**config.mk**
```make
export PLATFORM = sky130hd
export DESIGN_NAME = ifetch_unit
export DESIGN_NICKNAME = d
export VERILOG_FILES = /design/src/rtl/mips_fetch_pkg.sv /design/src/rtl/fetch_fifo.sv /design/src/rtl/ifetch_unit.sv
export SDC_FILE = /design/constraint.sdc
export NUM_CORES = 1
export LEC_CHECK = 0
export CAP_MARGIN = 20
export CORE_UTILIZATION = 28
export CTS_BUF_LIST = sky130_fd_sc_hd__clkbuf_8
export DETAILED_ROUTE_END_ITERATION = 16
export PLACE_DENSITY = 0.58
export SYNTH_ARGS = -nofsm -noshare
export SYNTH_HDL_FRONTEND = slang
export SYNTH_SLANG_ARGS = --single-unit
```
**constraint.sdc**
```tcl
create_clock -name clk -period 3.2 [get_ports clk]
set_clock_uncertainty 0.05 [all_clocks]
set_input_delay 0.96 -clock clk [delete_from_list [all_inputs] [get_ports clk]]
set_output_delay 0.96 -clock clk [all_outputs]
set_load 0.02 [all_outputs]
```
**src/rtl/mips_fetch_pkg.sv**
```systemverilog
// Shared types for the MIPS instruction-fetch stage: FSM states and
// the fetch-queue entry layout.
package mips_fetch_pkg;

  localparam int WORD_BYTES = 4;

  typedef enum logic [1:0] {
    S_BOOT,
    S_RUN,
    S_FULL
  } fetch_state_t;

  typedef struct packed {
    logic [31:0] pc;
    logic [31:0] instr;
  } fetch_entry_t;

endpackage

```
**src/rtl/fetch_fifo.sv**
```systemverilog
// Circular buffer of fetched {pc, instr} entries feeding decode.
// Flush empties the queue in one cycle without touching stored words.
module fetch_fifo
  import mips_fetch_pkg::*;
#(
  parameter int DEPTH = 4,
  parameter int CW    = $clog2(DEPTH) + 1
) (
  input  logic         clk,
  input  logic         reset,
  input  logic         push,
  input  fetch_entry_t push_entry,
  input  logic         pop,
  input  logic         flush,
  output logic [CW-1:0] count,
  output fetch_entry_t head
);

  localparam int PW = $clog2(DEPTH);

  fetch_entry_t      mem_q [DEPTH];
  logic [PW-1:0]     wrPtr_q;
  logic [PW-1:0]     rdPtr_q;
  logic [CW-1:0]     count_q;

  // Pointers wrap naturally because DEPTH is a power of two.
  always_ff @(posedge clk or negedge reset) begin
    if (!reset) begin
      wrPtr_q <= '0;
      rdPtr_q <= '0;
      count_q <= '0;
      for (int i = 0; i < DEPTH; i++) begin
        mem_q[i] <= '0;
      end
    end else if (flush) begin
      wrPtr_q <= '0;
      rdPtr_q <= '0;
      count_q <= '0;
    end else begin
      if (push) begin
        mem_q[wrPtr_q] <= push_entry;
        wrPtr_q        <= wrPtr_q + 1'b1;
      end
      if (pop) begin
        rdPtr_q <= rdPtr_q + 1'b1;
      end
      count_q <= count_q + CW'(push) - CW'(pop);
    end
  end

  assign count = count_q;
  assign head  = mem_q[rdPtr_q];

endmodule

```
**src/rtl/ifetch_unit.sv**
```systemverilog
// MIPS fetch stage: owns the PC, issues icache lookups, retires hits into
// the fetch queue, replays misses and restarts on redirect.
module ifetch_unit
  import mips_fetch_pkg::*;
#(
  parameter logic [31:0] RESET_PC = 32'h0000_0000,
  parameter int          DEPTH    = 4,
  parameter int          CNT_W    = 16
) (
  input  logic             clk,
  input  logic             reset,
  output logic [31:0]      ic_addr,
  input  logic [31:0]      ic_instr,
  input  logic             ic_hit,
  input  logic             redirect_vld,
  input  logic [31:0]      redirect_pc,
  output logic             dq_vld,
  input  logic             dq_rdy,
  output logic [31:0]      dq_pc,
  output logic [31:0]      dq_instr,
  output logic [CNT_W-1:0] miss_cnt
);

  localparam int             CW      = $clog2(DEPTH) + 1;
  localparam logic [CW-1:0]  DEPTH_C = CW'(DEPTH);

  fetch_state_t      state_q, state_d;
  logic [31:0]       fetchPc_q, fetchPc_d;
  logic [31:0]       rspPc_q, rspPc_d;
  logic              rspVld_q, rspVld_d;
  logic [CNT_W-1:0]  missCnt_q, missCnt_d;

  logic [CW-1:0]     count;
  logic [CW-1:0]     outstanding;
  fetch_entry_t      head;
  fetch_entry_t      pushEntry;
  logic              rspHit, rspMiss, issue, pop;

  // Credit includes the in-flight response so a hit can always be pushed.
  always_comb begin
    rspHit      = rspVld_q && ic_hit && !redirect_vld;
    rspMiss     = rspVld_q && !ic_hit && !redirect_vld;
    pop         = dq_vld && dq_rdy && !redirect_vld;
    outstanding = count + {{(CW-1){1'b0}}, rspVld_q};
    issue       = (state_q == S_RUN) && !redirect_vld && !rspMiss &&
                  (outstanding < DEPTH_C);
    pushEntry   = '{pc: rspPc_q, instr: ic_instr};
  end

  always_comb begin
    state_d   = state_q;
    fetchPc_d = fetchPc_q;
    rspPc_d   = rspPc_q;
    rspVld_d  = issue;
    missCnt_d = missCnt_q;

    unique case (state_q)
      S_BOOT: state_d = S_RUN;
      S_RUN: begin
        if (outstanding == DEPTH_C && !pop && !rspMiss) state_d = S_FULL;
      end
      S_FULL: begin
        if (pop || rspMiss) state_d = S_RUN;
      end
      default: state_d = S_BOOT;
    endcase

    if (issue) begin
      rspPc_d   = fetchPc_q;
      fetchPc_d = fetchPc_q + 32'(WORD_BYTES);
    end

    // A miss rewinds the PC so the same address is looked up again.
    if (rspMiss) begin
      fetchPc_d = rspPc_q;
      if (missCnt_q != '1) missCnt_d = missCnt_q + CNT_W'(1);
    end

    if (redirect_vld) begin
      state_d   = S_RUN;
      fetchPc_d = redirect_pc & ~32'd3;
      rspVld_d  = 1'b0;
    end
  end

  always_ff @(posedge clk or negedge reset) begin
    if (!reset) begin
      state_q   <= S_BOOT;
      fetchPc_q <= RESET_PC;
      rspPc_q   <= '0;
      rspVld_q  <= 1'b0;
      missCnt_q <= '0;
    end else begin
      state_q   <= state_d;
      fetchPc_q <= fetchPc_d;
      rspPc_q   <= rspPc_d;
      rspVld_q  <= rspVld_d;
      missCnt_q <= missCnt_d;
    end
  end

  fetch_fifo #(
    .DEPTH (DEPTH),
    .CW    (CW)
  ) u_fifo (
    .clk        (clk),
    .reset      (reset),
    .push       (rspHit),
    .push_entry (pushEntry),
    .pop        (pop),
    .flush      (redirect_vld),
    .count      (count),
    .head       (head)
  );

  assign ic_addr  = fetchPc_q;
  assign dq_vld   = (count != '0);
  assign dq_pc    = head.pc;
  assign dq_instr = head.instr;
  assign miss_cnt = missCnt_q;

endmodule

```
After elaboration in Yosys (flattened, before gate mapping)
Cells that the tools add are included.
{ "totals": {"reg_bits": 346, "word_cells": 80} }
{ "classes": {"add_sub_neg": 7, "order_cmp": 4, "eq_ne": 6, "n_mux": 19, "bitwise": 3, "reduce_logical": 25} }
{ "op_table": {"columns": ["cell", "n"], "rows": [
  ["$bwmux 256", 1],
  ["$mux 64", 3],
  ["$bmux 64 s2", 1],
  ["$demux 64 s2", 1],
  ["$mux 32", 3],
  ["$add 32x3->32 const B", 1],
  ["$add 16x1->16 const B", 1],
  ["$ne 16x16->1 const B", 1],
  ["$mux 2", 7],
  ["$logic_and 1x1->1", 12],
  ["$add 3x1->3", 2],
  ["$ge 3x3->1 const B", 2],
  ["$not 2->3", 2],
  ["$pmux 2 s3", 1],
  ["$reduce_and 2->1", 3],
  ["$reduce_bool 3->1", 2],
  ["$add 2x1->2 const B", 2],
  ["$logic_not 1->1", 4],
  ["$reduce_bool 2->1", 2],
  ["$eq 3x3->1 const B", 1],
  ["$lt 3x1->1 const B", 1],
  ["$lt 3x3->1 const B", 1],
  ["$mux 3", 1],
  ["$ne 3x2->1 const B", 1],
  ["8 further kinds", 8]
]} }

Logic depth before layout (Yosys ltp)
Gate-level depths: netlist of run 1.
{ "logic_depth": {"ltp_word": 9, "mapped_depth": 11, "mapped_depth_nobuf": 9} }

Modules after synthesis
A second synthesis of run 1 with hierarchy kept.
{ "hier_totals": {"cells_unflattened": 1179, "hier_area_um2": 16844.9} }
{ "by_module_without_submodules": {"columns": ["mod", "instances", "cells_per_inst", "area_each_um2"], "rows": [
  ["fetch_fifo", 1, 657, 12339.3],
  ["ifetch_unit", 1, 522, 4505.6]
]} }

Worst setup path after synthesis of run 1
No wires, ideal clock.
{ "synth_timing": {"kind": "input to register", "start": "input port redirect_vld", "end": "register u_fifo.count_q[2], in the netlist u_fifo.count[2]", "setup_time_ns": 0.121, "arrival_ns": 2.715, "path_slack_ns": 0.314, "cell_stages": 11, "path_cell_list": "buf_4 > inv_1 > clkbuf_1 > and2_1 > ha_1 > inv_1 > ha_1 > inv_1 > fa_1 > xnor2_1 > nor2_1"} }
{ "synth_between": {"elab_chain_len": 5} }
{ "synth_lines": {"columns": ["element", "line", "text"], "rows": [
  ["start: declaration", "ifetch_unit.sv:15", "input logic redirect_vld,"],
  ["$logic_not 1->1", "ifetch_unit.sv:41, ifetch_unit.sv:43", null],
  ["$logic_and 1x1->1", "ifetch_unit.sv:41", "rspHit = rspVld_q && ic_hit && !redirect_vld;"],
  ["$add 3x1->3", "fetch_fifo.sv:47", "count_q <= count_q + CW'(push) - CW'(pop);"],
  ["$sub 3x1->3", "fetch_fifo.sv:47", null],
  ["$mux 3 *", "fetch_fifo.sv:35", "end else if (flush) begin"],
  ["end signal: assignment", "fetch_fifo.sv:47", null],
  ["end: declaration", "fetch_fifo.sv:24", "logic [CW-1:0] count_q;"]
]} }
Every way passes the cells marked *; elsewhere a longest branch is shown, timed or not.
A chain may end at the register's enable or synchronous reset.

Worst setup path after layout of run 1
{ "layout_timing": {"start": "register u_fifo.rdPtr_q[0]", "end": "output port dq_pc[21]"} }
{ "layout_between": {"elab_chain_len": 4} }
{ "layout_lines": {"columns": ["element", "line", "text"], "rows": [
  ["start: declaration", "fetch_fifo.sv:23", "logic [PW-1:0] rdPtr_q;"],
  ["start signal: assignment", "fetch_fifo.sv:45", "rdPtr_q <= rdPtr_q + 1'b1;"],
  ["$not 2->3 (not written as such)", "fetch_fifo.sv:52", "assign head = mem_q[rdPtr_q];"],
  ["$bmux 64 s2", "fetch_fifo.sv:52", null],
  ["$mux 64 (not written as such) (2 in a row)", "fetch_fifo.sv:52", null],
  ["end: declaration", "ifetch_unit.sv:19", "output logic [31:0] dq_pc,"]
]} }
No other way between the ends. The select of a mux whose other input is x is not followed.

==> impl_metrics.json, run 1 <==
{
  "netlist_instances": 1192,
  "antenna_found_initial": 2,
  "crit_path_start_kind": "register",
  "netlist_area_sq_mm": 0.0159,
  "power_frac_comb_pct": 36.2,
  "finalHoldViolations": 0,
  "wl_per_cell_um": 19.7,
  "fin_nets": 1507,
  "hpwl_um": 29200,
  "cp.required_ns": 2.19,
  "root_buffer": "clkbuf_8",
  "vias_per_cell": 4.78,
  "drive_gt1_share_pct": 20.9,
  "postRouteAntennaNets": 0,
  "yosys_register_bits": 346,
  "place_area_sq_mm": 0.0190,
  "async_flop_share_pct": 100,
  "outcome": "completed",
  "maxCapViolCount": 0,
  "post-route-min-period_ns": 3.16,
  "ys_seq_area_share_pct": 54.3,
  "dieArea_sq_mm": 0.0579,
  "fmax_mhz": 316,
  "grt_max_degree": 82,
  "rsz0062_at_grt": "yes",
  "synth_cell_types": 67,
  "cts_buffers": 61,
  "clock_path_buffers": 3,
  "pwr-share-clk_pct": 25.3,
  "firstDrtPassIters": 5,
  "clk_pin_slew_ns": 0.06,
  "cts_tree": "done",
  "whs_ns": 0.219,
  "yosysTopAreaCell": "dfrtp_1",
  "endpoint_kind": "output pin",
  "slew_headroom_pct": 50.1,
  "dp.cells": 2104,
  "ctsHoldBuffers": 0,
  "yosysWarnings": 0,
  "setup_violations": 0,
  "grt_pass1_wl_um": 68000,
  "met2WireLength_um": 20000,
  "die_w_um": 241,
  "area_delta_synth_final_pct": 28.6,
  "worstPathArrival_ns": 2.15,
  "worstMarginPinSlew_ns": 0.749,
  "switching_power_mw": 5.94,
  "intPower_mw": 11.1,
  "synth.area.top_cells": "dfrtp_1, mux2_1, mux4_2",
  "hp-class": "in -> async",
  "grt_use_total_pct": 15.5,
  "clk_latency_ns": 0.69,
  "finalNonFillerCells": 2232,
  "stdcell_area_sq_mm": 0.0205,
  "grt-ovfl-total": 0,
  "rows": 87,
  "final_cell_mix": "dfrtp_1, mux2_1, nand2_1",
  "drv_slew": 0,
  "p_per_area_mw_per_mm2": 829,
  "period_share_pct": 98.8,
  "htreeDepth": 2,
  "fill_cells": 5481,
  "wl_met3_um": 3470,
  "p_leak_nw": 9.62,
  "highest_layer": "met4",
  "drt_iter0_drc": 600,
  "power.total_mw": 17.0,
  "core_sq_mm": 0.0563,
  "wl_met1_um": 19600,
  "io-pin-count": 182,
  "first_global_vias": 11400,
  "switching_share_pct": 35.0,
  "ir_drop_mv": 0.397,
  "numPortBuffers": 179,
  "die_h_um": 241,
  "tns_ns": 0,
  "synth_edf_count": 0,
  "synth_nets": 1272,
  "path_max_fanout": 7,
  "synth_top_area_share_pct": 54.3,
  "via_count": 10700,
  "crit_type": "reg -> out",
  "synthFlopType": "dfrtp_1",
  "cts_sinks": 346,
  "initial_core_util_pct": 28.3,
  "remaining_drc_errors": 0,
  "syn_avg_cell_area_sq_um": 13.4,
  "gp_congestion": 0.797,
  "seqPwrFrac_pct": 38.6,
  "wirelength_um": 43900,
  "final_common_cell": "dfrtp_1"
}
[metrics by stage]
stage | worst slack [ns] | utilization, %
detailed placement | 0.0286 | 33.7
finish | 0.0373 | 36.4
global route | -0.0543 | 36.4
global placement | 0.113 | 33.7
floorplan | 0.314 | -
CTS | -0.0565 | 36.0
[sequential cells by signal, summed over array words and instances, names as in the netlist]
register,flops
u_fifo.count,3
rspVld_q,1
u_fifo.wrPtr_q,2
ic_addr,32
miss_cnt,16
state_q,2
u_fifo.mem_q,256
rspPc_q,32
u_fifo.rdPtr_q,2
[cell families after synthesis]
kind of cell | Yosys count | synth area share (%)
AO/OA/AOI/OAI | 120 | 4.66
XOR/XNOR | 25 | 1.37
adder cells (fa/ha/maj) | 11 | 0.910
buffers and inverters | 81 | 2.39
flip-flops | 346 | 54.3
multiplexers | 318 | 27.0
AND/OR/NAND/NOR | 291 | 9.41
[cell usage after synthesis, drive strengths merged (10+ instances only)]
cell    number
a21oi       39
nor3        13
and2        14
dfrtp      346
mux2       253
mux4        64
xnor2       19
inv         14
nand3       20
nor2        25
a31oi       14
clkbuf      11
buf         56
o21ai       33
and3        16
nand4       13
nand2      164
ha          10
[metal layers]
layer	global-route usage (%)	vias to the layer above
li1	-	4816
met1	20.5	5507
met2	23.9	292
met3	4.82	64
met4	4.98	0
met5	0	-
[area by class of cell]
class                   count  area, sq um  share of cell area (%)
diodes                      1         2.50                  0.0122
clock buffers              73         1000                    4.90
clock inverters            38          284                    1.38
inverters                  14         52.6                   0.256
multi-input cells         765         6940                    33.8
flip-flops and latches    346         8670                    42.3
well taps                 756          946                    4.61
repair buffers            239         2610                    12.7
[power groups by stage]
stage | registers [mW] | clock network, mW | logic (mW)
floorplan | 6.38 | 0 | 3.35
global placement | 6.56 | 0 | 5.79
detailed placement | 6.64 | 0 | 5.87
CTS | 6.55 | 4.47 | 5.85
global route | 6.74 | 4.66 | 6.65
finish | 6.56 | 4.29 | 6.15
[path summary, 6_finish.rpt]
path	from	to	slack (ns)	cells past startpoint
worst max register to register	rspVld_q$_DFF_PN0_	ic_addr[16]$_DFFE_PN0P_	0.72	7
min in group clk	u_fifo.mem_q[255]$_DFFE_PN0P_	u_fifo.mem_q[255]$_DFFE_PN0P_	0.43	1
worst min-delay path	reset	rspPc_q[19]$_DFFE_PN0P_	0.22	1
worst max-delay path	u_fifo.rdPtr_q[0]$_DFFE_PN0P_	dq_pc[21]	0.04	4
worst min register to register	u_fifo.mem_q[255]$_DFFE_PN0P_	u_fifo.mem_q[255]$_DFFE_PN0P_	0.43	1
max in group asynchronous	reset	u_fifo.mem_q[79]$_DFFE_PN0P_	2.03	2
[critical path, cell delays in order, from the launching register on]
cell and delay [ns]:
dfrtp_4 0.50, buf_12 0.17, buf_12 0.14, mux4_2 0.54, buf_6 0.16
[timing repair]
item,CTS,global route
resized for setup,309,66
setup endpoints to repair,65,55
buffers inserted,12,0
gates cloned,2,3
Power figures use the tool's default switching activity.
==> run 2: changes to the inputs <==
--- a/config.mk
+++ b/config.mk
@@ -5,7 +5,6 @@
 export SDC_FILE = /design/constraint.sdc
 export NUM_CORES = 1
 export LEC_CHECK = 0
-export CAP_MARGIN = 20
 export CORE_UTILIZATION = 28
 export CTS_BUF_LIST = sky130_fd_sc_hd__clkbuf_8
 export DETAILED_ROUTE_END_ITERATION = 16
==> results of run 2 <==
No change in the layout: final DEF, timing and power equal those of run 1.
==> run 3: changes to the inputs <==
--- a/config.mk
+++ b/config.mk
@@ -6,8 +6,8 @@
 export NUM_CORES = 1
 export LEC_CHECK = 0
 export CORE_UTILIZATION = 28
-export CTS_BUF_LIST = sky130_fd_sc_hd__clkbuf_8
 export DETAILED_ROUTE_END_ITERATION = 16
+export GPL_TIMING_DRIVEN = 0
 export PLACE_DENSITY = 0.58
 export SYNTH_ARGS = -nofsm -noshare
 export SYNTH_HDL_FRONTEND = slang
==> run 3 against run 2 <==
  * Core utilization shrank 0.77 points
  * Setup slack gained 0.030 ns
  * First-iteration DRC count grew 13%
  * Sequential power is essentially flat
  * Power shrank 2.3%
  * Critical path depth grew 1
  * Largest power group unchanged
==> impl_metrics.json, run 3 (synthesis results as in run 1) <==
{
  "fmax_mhz": 319,
  "postRouteAntennaNets": 0,
  "maxCapViolCount": 0,
  "grt_max_degree": 123,
  "firstDrtPassIters": 5,
  "grt-ovfl-total": 0,
  "ir_drop_mv": 0.430,
  "seq_area_sq_mm": 0.00866,
  "post-route-min-period_ns": 3.13,
  "cts_buffers": 39,
  "core_sq_mm": 0.0563,
  "cp.required_ns": 2.19,
  "final_util_pct": 35.7,
  "period_share_pct": 97.9,
  "endpoint_kind": "output pin",
  "outcome": "completed",
  "fill_cells": 5505,
  "die_w_um": 241,
  "clock_path_buffers": 3,
  "whs_ns": 0.169,
  "die_h_um": 241,
  "dieArea_sq_mm": 0.0579,
  "crit_path_start_kind": "register",
  "hpwl_um": 31600,
  "p_per_area_mw_per_mm2": 827,
  "multi_input_area_sq_mm": 0.00691,
  "io-pin-count": 182,
  "antenna_found_initial": 3,
  "drt_iter0_drc": 678,
  "setup_violations": 0,
  "finalHoldViolations": 0,
  "r2r_end": "ic_addr[13]$_DFFE_PN0P_",
  "hp-class": "in -> async",
  "drv_slew": 0,
  "path_max_fanout": 10,
  "gp_congestion": 0.855,
  "slew_headroom_pct": 53.8,
  "vias_per_cell": 4.85,
  "rows": 87,
  "first_global_vias": 11600,
  "final_cell_mix": "dfrtp_1, mux2_1, nand2_1",
  "cts_sinks": 346,
  "grt_use_total_pct": 16.1,
  "root_buffer": "clkbuf_16",
  "wirelength_um": 45300,
  "initial_core_util_pct": 28.3,
  "numPortBuffers": 178,
  "fin_nets": 1499,
  "htreeDepth": 2,
  "clk_latency_ns": 0.57,
  "grt_pass1_wl_um": 70800,
  "final_common_cell": "dfrtp_1",
  "p_leak_nw": 9.31,
  "largest_reg_flops": 256,
  "rsz0062_at_grt": "yes",
  "area_delta_synth_final_pct": 25.9,
  "worstMarginPinSlew_ns": 0.694,
  "drive_gt1_share_pct": 18.2,
  "via_count": 10700,
  "r2r_slack_ns": 0.47,
  "wl_per_cell_um": 20.5,
  "rr_startpoint": "rspVld_q$_DFF_PN0_",
  "clk_pin_slew_ns": 0.07,
  "r2r_cells": 8,
  "worstPathArrival_ns": 2.12,
  "cts_tree": "done",
  "regMostFlops": "u_fifo.mem_q",
  "remaining_drc_errors": 0,
  "fin_ws_ns": 0.0672,
  "pre_cts_ws_ns": -0.606,
  "crit_type": "reg -> out"
}
run 3: changes by cell type in the layout (fill, tap and decap cells not counted), sizes merged, moves of 2 or more:
cell and change:
buf -22, bufinv -2, inv -27, clkbuf -8, dlygate4sd2 +24, clkinv +4
clkdlybuf4s15 +2
run 3: metrics by stage:
| stage | power, mW | area [sq um] | instances | setup TNS [ns] |
|---|---|---|---|---|
| 3_3_place_gp | 12.3 | 18700 | 2126 | -4786.41 |
| 2_1_floorplan | 9.74 | 15900 | 1192 | 0 |
| 3_5_place_dp | 12.4 | 18800 | 2129 | -24.25 |
| 4_1_cts | 16.9 | 20100 | 2204 | -0.185 |
| 5_1_grt | 17.6 | 20100 | 2205 | -0.0585 |
| 6_report | 16.6 | 20100 | 2206 | 0 |
run 3: worst max-delay path: stages, from the launching register on:
cell and delay (ns):
dfrtp_2 0.42, buf_6 0.12, buf_12 0.13, buf_12 0.16, mux4_2 0.54, buf_2 0.18
run 3: layout make-up:
type | count | area share (%)
well taps | 756 | 4.71
clock inverters | 13 | 0.648
flip-flops and latches | 346 | 43.1
multi-input cells | 765 | 34.4
plain buffers | 67 | 2.31
diodes | 2 | 0.0249
inverters | 14 | 0.262
repair buffers | 186 | 8.74
clock buffers | 57 | 5.75
run 3: how the worst max path moves through the flow:
stage	startpoint	end	slack [ns]	cells after the start
final	u_fifo.rdPtr_q[0]$_DFFE_PN0P_	dq_pc[5]	0.07	5
after global placement	reset	u_fifo.mem_q[149]$_DFFE_PN0P_	-13.80	1
after global routing	u_fifo.rdPtr_q[0]$_DFFE_PN0P_	dq_pc[5]	-0.02	5
after detailed placement	u_fifo.rdPtr_q[1]$_DFFE_PN0P_	dq_pc[19]	-0.61	4
after CTS	u_fifo.rdPtr_q[0]$_DFFE_PN0P_	dq_instr[18]	-0.13	3
after floorplan	redirect_vld	u_fifo.count[2]$_DFF_PN0_	0.31	11
run 3: what timing repair did:
action                                 4_1_cts  5_1_grt
hold buffers                                 0        0
gates cloned                                 2        0
endpoints found under the hold margin        0        0
setup endpoints to repair                   64       19
buffers inserted                             3        1
gates resized for setup                    232        9
run 3: layer usage:
layer	share of wire (%)	vias to the layer above	track usage, %
met4	2.2	0	4.98
met3	7.8	59	4.74
met1	45	5547	21.5
met2	45	307	25.2
li1	-	4786	-
met5	0	-	0
run 3: where the power goes:
group	leakage, nW	internal, mW	switching, mW
registers	4.60	5.55	0.988
clock network	0.641	2.67	1.85
logic	4.07	2.60	2.96
==> variant 1: new RTL, config.mk and constraints of run 1 <==
Re-encode `fetch_state_t` (3 states) as one-hot, 3 bits wide.
--- a/src/rtl/mips_fetch_pkg.sv
+++ b/src/rtl/mips_fetch_pkg.sv
@@ -6,6 +6,6 @@
 
-  typedef enum logic [1:0] {
-    S_BOOT,
-    S_RUN,
-    S_FULL
+  typedef enum logic [2:0] {
+    S_BOOT = 3'b001,
+    S_RUN  = 3'b010,
+    S_FULL = 3'b100
   } fetch_state_t;
Behaviour: same outputs for any inputs over 4 cycles, from zero or initial values and one cycle with reset low; so few cycles prove little.
==> variant 1 against run 1 <==
Highest routed layer is now met5. Worst setup slack got worse by 0.0014 ns. Cell area fell by 1.8%. Wire length shrank 1.3%. Sequential cell count grew 1. Area after synthesis shrank 0.90%. Critical path depth unchanged. Power down 0.32%. Maximum frequency barely moved. Critical path type unchanged. Non-clock buffer count down 3. Hold slack got worse by 0.030 ns.
==> variant 1: results (changes against run 1) <==
===========================================================================
Signal buf overhead                                                  11.46%   was 12.75%
Run status                                                        completed   unchanged
Final HPWL DP                                                      28070 um   was 29230 um
Global-route usage over all layers                                   15.51%   was 15.45%
First-pass GRT wire length                                         67160 um   was 68000 um
Hold WS                                                           0.1891 ns   was 0.2187 ns
Proportion of power drawn by combinational gates                      35.8%   was 36.2%
Switching Power                                                    5.859 mW   was 5.944 mW
Count of placed standard cells including taps                          2032   was 2104
Layout clock area frac                                               6.702%   was 6.284%
Footprint of the flip-flops and latches                        0.008692 sq mm   was 0.008666 sq mm
Count of vias placed by the detailed router                           10410   was 10680
Routed length per instance                                         20.09 um   was 19.68 um
Number of signal-net buffers in the layout                              236   was 239
Setup Buffers After CTS                                                   3   was 12
Top cells by area, synth                                       sky130_fd_sc_hd__dfrtp_1, sky130_fd_sc_hd__mux2_2, sky130_fd_sc_hd__mux4_2   was sky130_fd_sc_hd__dfrtp_1, sky130_fd_sc_hd__mux2_1, sky130_fd_sc_hd__mux4_2
Highest achievable clock rate                                    0.3160 GHz   was 0.3162 GHz
Multi-input logic cell count                                            696   was 765
Critical-path maximum fanout                                             13   was 7
Power share of the sequential group                                   37.8%   was 38.6%
Number of global-route vias before repair                             11080   was 11400
Clock latency at the later pin of the worst-skew pair               0.63 ns   was 0.69 ns
Proportion of synthesized chip area in sequential cells              54.95%   was 54.29%
Post-placement cell area                                       0.01883 sq mm   was 0.01896 sq mm
Worst setup timing slack at the placement stage                   0.1588 ns   was 0.02862 ns
Number of antenna repair diodes                                           0   was 1
Multi-input logic area                                         0.006794 sq mm   was 0.006938 sq mm
DR pass1 iterations                                                       5   unchanged
Drt via density                                                       4.819   was 4.784
CTS H-tree lvls                                                           3   was 2
Max transition margin                                                58.62%   was 50.06%
Clock buffer instance count of the final layout                          79   was 73
Pwr/cell area                                                  841.3 mW/mm^2   was 829.1 mW/mm^2
Number of filler instances in the final layout                         5361   was 5481
Number of distinct library cells after synthesis                         60   was 67
Fraction of final layout cells sized beyond drive strength 1         41.46%   was 20.88%
Flip-flop and latch share of the layout cell area                    43.15%   was 42.26%
Syn nets                                                               1208   was 1272
Global placer's final weighted congestion                            0.7893   was 0.7967
Count of nets after finishing                                          1445   was 1507
Number of storage elements in the synthesis netlist                     347   was 346
DRC violation total after the first TritonRoute iteration               573   was 600
===========================================================================
==> variant 1: changes by cell type after synthesis, moves of 7 or more <==
cell / delta
sky130_fd_sc_hd__mux2_1: -253
sky130_fd_sc_hd__mux2_2: +284
sky130_fd_sc_hd__o21ai_1: -20
sky130_fd_sc_hd__and2_1: -7
sky130_fd_sc_hd__o21ai_0: +15
sky130_fd_sc_hd__nand3_1: +10
sky130_fd_sc_hd__buf_2: -19
sky130_fd_sc_hd__clkbuf_1: +20
sky130_fd_sc_hd__nand2_1: -98
sky130_fd_sc_hd__and3_1: +7
==> variant 1: logic make-up after synthesis <==
group	after synthesis	share of synthesized area [%]
and+or+nand+nor	190	6.263
adders and majority gates	11	0.9184
DFF	347	54.95
muxes	351	29.55
xor gates and xnor gates	22	1.219
buffers and inverters	85	2.296
AOI/OAI and AO/OA	122	4.806
==> variant 1: worst max-delay path, cell delays in order (launching register included) <==
cell and delay [ns]:
sky130_fd_sc_hd__dfrtp_4 0.47, sky130_fd_sc_hd__buf_12 0.17, sky130_fd_sc_hd__buf_16 0.17, sky130_fd_sc_hd__mux4_2 0.53, sky130_fd_sc_hd__buf_2 0.18
==> variant 1: metal layers <==
layer	up-vias	global-route usage, %	share of wire, %
li1	4669	-	-
met1	5383	20.28	45
met2	286	24.46	46
met3	63	4.979	7.0
met4	4	4.390	1.9
met5	-	0	0.060
==> variant 1: worst max-delay path by stage <==
stage	slack (ns)	cells past startpoint	endpoint	start
finish	0.04	4	dq_instr[1]	u_fifo.rdPtr_q[0]
global route	-0.09	4	dq_instr[1]	u_fifo.rdPtr_q[0]
CTS	-0.13	4	dq_pc[31]	u_fifo.rdPtr_q[0]
detailed placement	0.16	7	ic_addr[6]	ic_hit
global placement	0.18	6	ic_addr[21]	ic_hit
floorplan	0.38	11	u_fifo.count[2]	redirect_vld
==> variant 2: new RTL, flow settings as in run 1 <==
Without the edit above. Change the parameter `CNT_W` from 16 to 32.
--- a/src/rtl/ifetch_unit.sv
+++ b/src/rtl/ifetch_unit.sv
@@ -7,3 +7,3 @@
   parameter int          DEPTH    = 4,
-  parameter int          CNT_W    = 16
+  parameter int          CNT_W    = 32
 ) (
Interface: changed (resized miss_cnt); port bits go from 182 to 198. No check against the original RTL was run, so the function may have changed too.
==> variant 2 against run 1 <==
Cell area is 4.4% higher. Final cell count is 2.8% higher. Power is 2.5% higher. Critical path depth stayed put. Critical path type unchanged. Sequential cell count is 16 higher. Wire length is 6.4% higher. Area after synthesis is 4.9% higher. Worst setup slack better by 0.028 ns. Die area is 4.9% higher.
==> variant 2: results (changes against run 1) <==
===========================================================================
Number of global-route vias before repair                             11960   was 11400
Multi-input logic area                                         0.007345 sq mm   was 0.006938 sq mm
CTS H-tree lvls                                                           3   was 2
Layout clock area frac                                               6.293%   was 6.284%
Routed length per instance                                         20.37 um   was 19.68 um
Number of signal-net inverters in the final layout                       13   was 14
Most numerous cell types in the synthesized netlist            sky130_fd_sc_hd__dfrtp_1, sky130_fd_sc_hd__mux2_2, sky130_fd_sc_hd__nand2_1, sky130_fd_sc_hd__mux4_2, sky130_fd_sc_hd__buf_2   was sky130_fd_sc_hd__dfrtp_1, sky130_fd_sc_hd__mux2_1, sky130_fd_sc_hd__nand2_1, sky130_fd_sc_hd__mux4_2, sky130_fd_sc_hd__buf_2
Antenna violations before repair                                          5   was 2
Reported leakage power                                             9.803 nW   was 9.615 nW
Terminus of the critical flop-to-flop path                      ic_addr[25]   was ic_addr[16]
Share of cell area taken by multi-input logic gates                  34.30%   was 33.83%
Flop2flop setup slack                                               0.58 ns   was 0.72 ns
Highest achievable clock rate                                    0.3190 GHz   was 0.3162 GHz
Signal buf overhead                                                  12.31%   was 12.75%
Number of cells upsized or downsized after cts                          264   was 309
Worst setup timing slack at the placement stage                   0.1520 ns   was 0.02862 ns
Inserted Clock Buffers                                                   71   was 61
Worst VDD drop                                                  0.0003605 V   was 0.0003975 V
Core outline area                                              0.05902 sq mm   was 0.05628 sq mm
Syn nets                                                               1285   was 1272
Hold WS                                                           0.2616 ns   was 0.2187 ns
Number of signal-net buffers in the layout                              260   was 239
Number of sequential cells                                              362   was 346
Critical-path maximum fanout                                              6   was 7
Largest stage delay on the critical path                            0.56 ns   was 0.54 ns
Clock buffer instance count of the final layout                          86   was 73
Post-Synth XOR/XNOR Area                                             1.937%   was 1.373%
Multi-input logic cell count                                            763   was 765
Endpoint of the most critical setup path                          dq_pc[22]   was dq_pc[21]
Run status                                                        completed   unchanged
Number of distinct library cells after synthesis                         65   was 67
Switching Power                                                    5.973 mW   was 5.944 mW
Clock latency at the later pin of the worst-skew pair               0.63 ns   was 0.69 ns
Count of placed standard cells including taps                          2155   was 2104
Arrival time reported for the critical path endpoint                2.12 ns   was 2.15 ns
Global placer's final weighted congestion                            0.8041   was 0.7967
Fraction of final layout cells sized beyond drive strength 1         40.13%   was 20.88%
Post-placement cell area                                       0.01997 sq mm   was 0.01896 sq mm
Number of buffers inserted by port buffering                            195   was 179
Count of nets after finishing                                          1551   was 1507
Proportion of synthesized chip area in sequential cells              54.15%   was 54.29%
Compound-cell area share of the yosys netlist                        5.033%   was 4.660%
Proportion of power drawn by combinational gates                      35.5%   was 36.2%
Multiplexer share of the synthesized area                            28.05%   was 26.97%
Max transition margin                                                44.86%   was 50.06%
DRC violation total after the first TritonRoute iteration               520   was 600
===========================================================================
## variant 2: changes by cell type after synthesis, moves of 8 or more
| cell | change |
|---|---|
| sky130_fd_sc_hd__nor2b_1 | +9 |
| sky130_fd_sc_hd__mux2_2 | +285 |
| sky130_fd_sc_hd__nor3_1 | +8 |
| sky130_fd_sc_hd__nand2_1 | -83 |
| sky130_fd_sc_hd__mux2_1 | -252 |
| sky130_fd_sc_hd__o21ai_1 | -19 |
| sky130_fd_sc_hd__a22oi_1 | +10 |
| sky130_fd_sc_hd__dfrtp_1 | +16 |
| sky130_fd_sc_hd__o21ai_0 | +11 |
## variant 2: per-layer routing
layer	track usage, %	share of wire (%)	wire length [um]	vias to the layer above
met5	0	0.088	41	-
met4	4.956	2.2	1020	6
met3	4.695	6.2	2895	83
met2	23.96	46	21320	294
met1	20.71	46	21470	5828
li1	-	-	-	5015
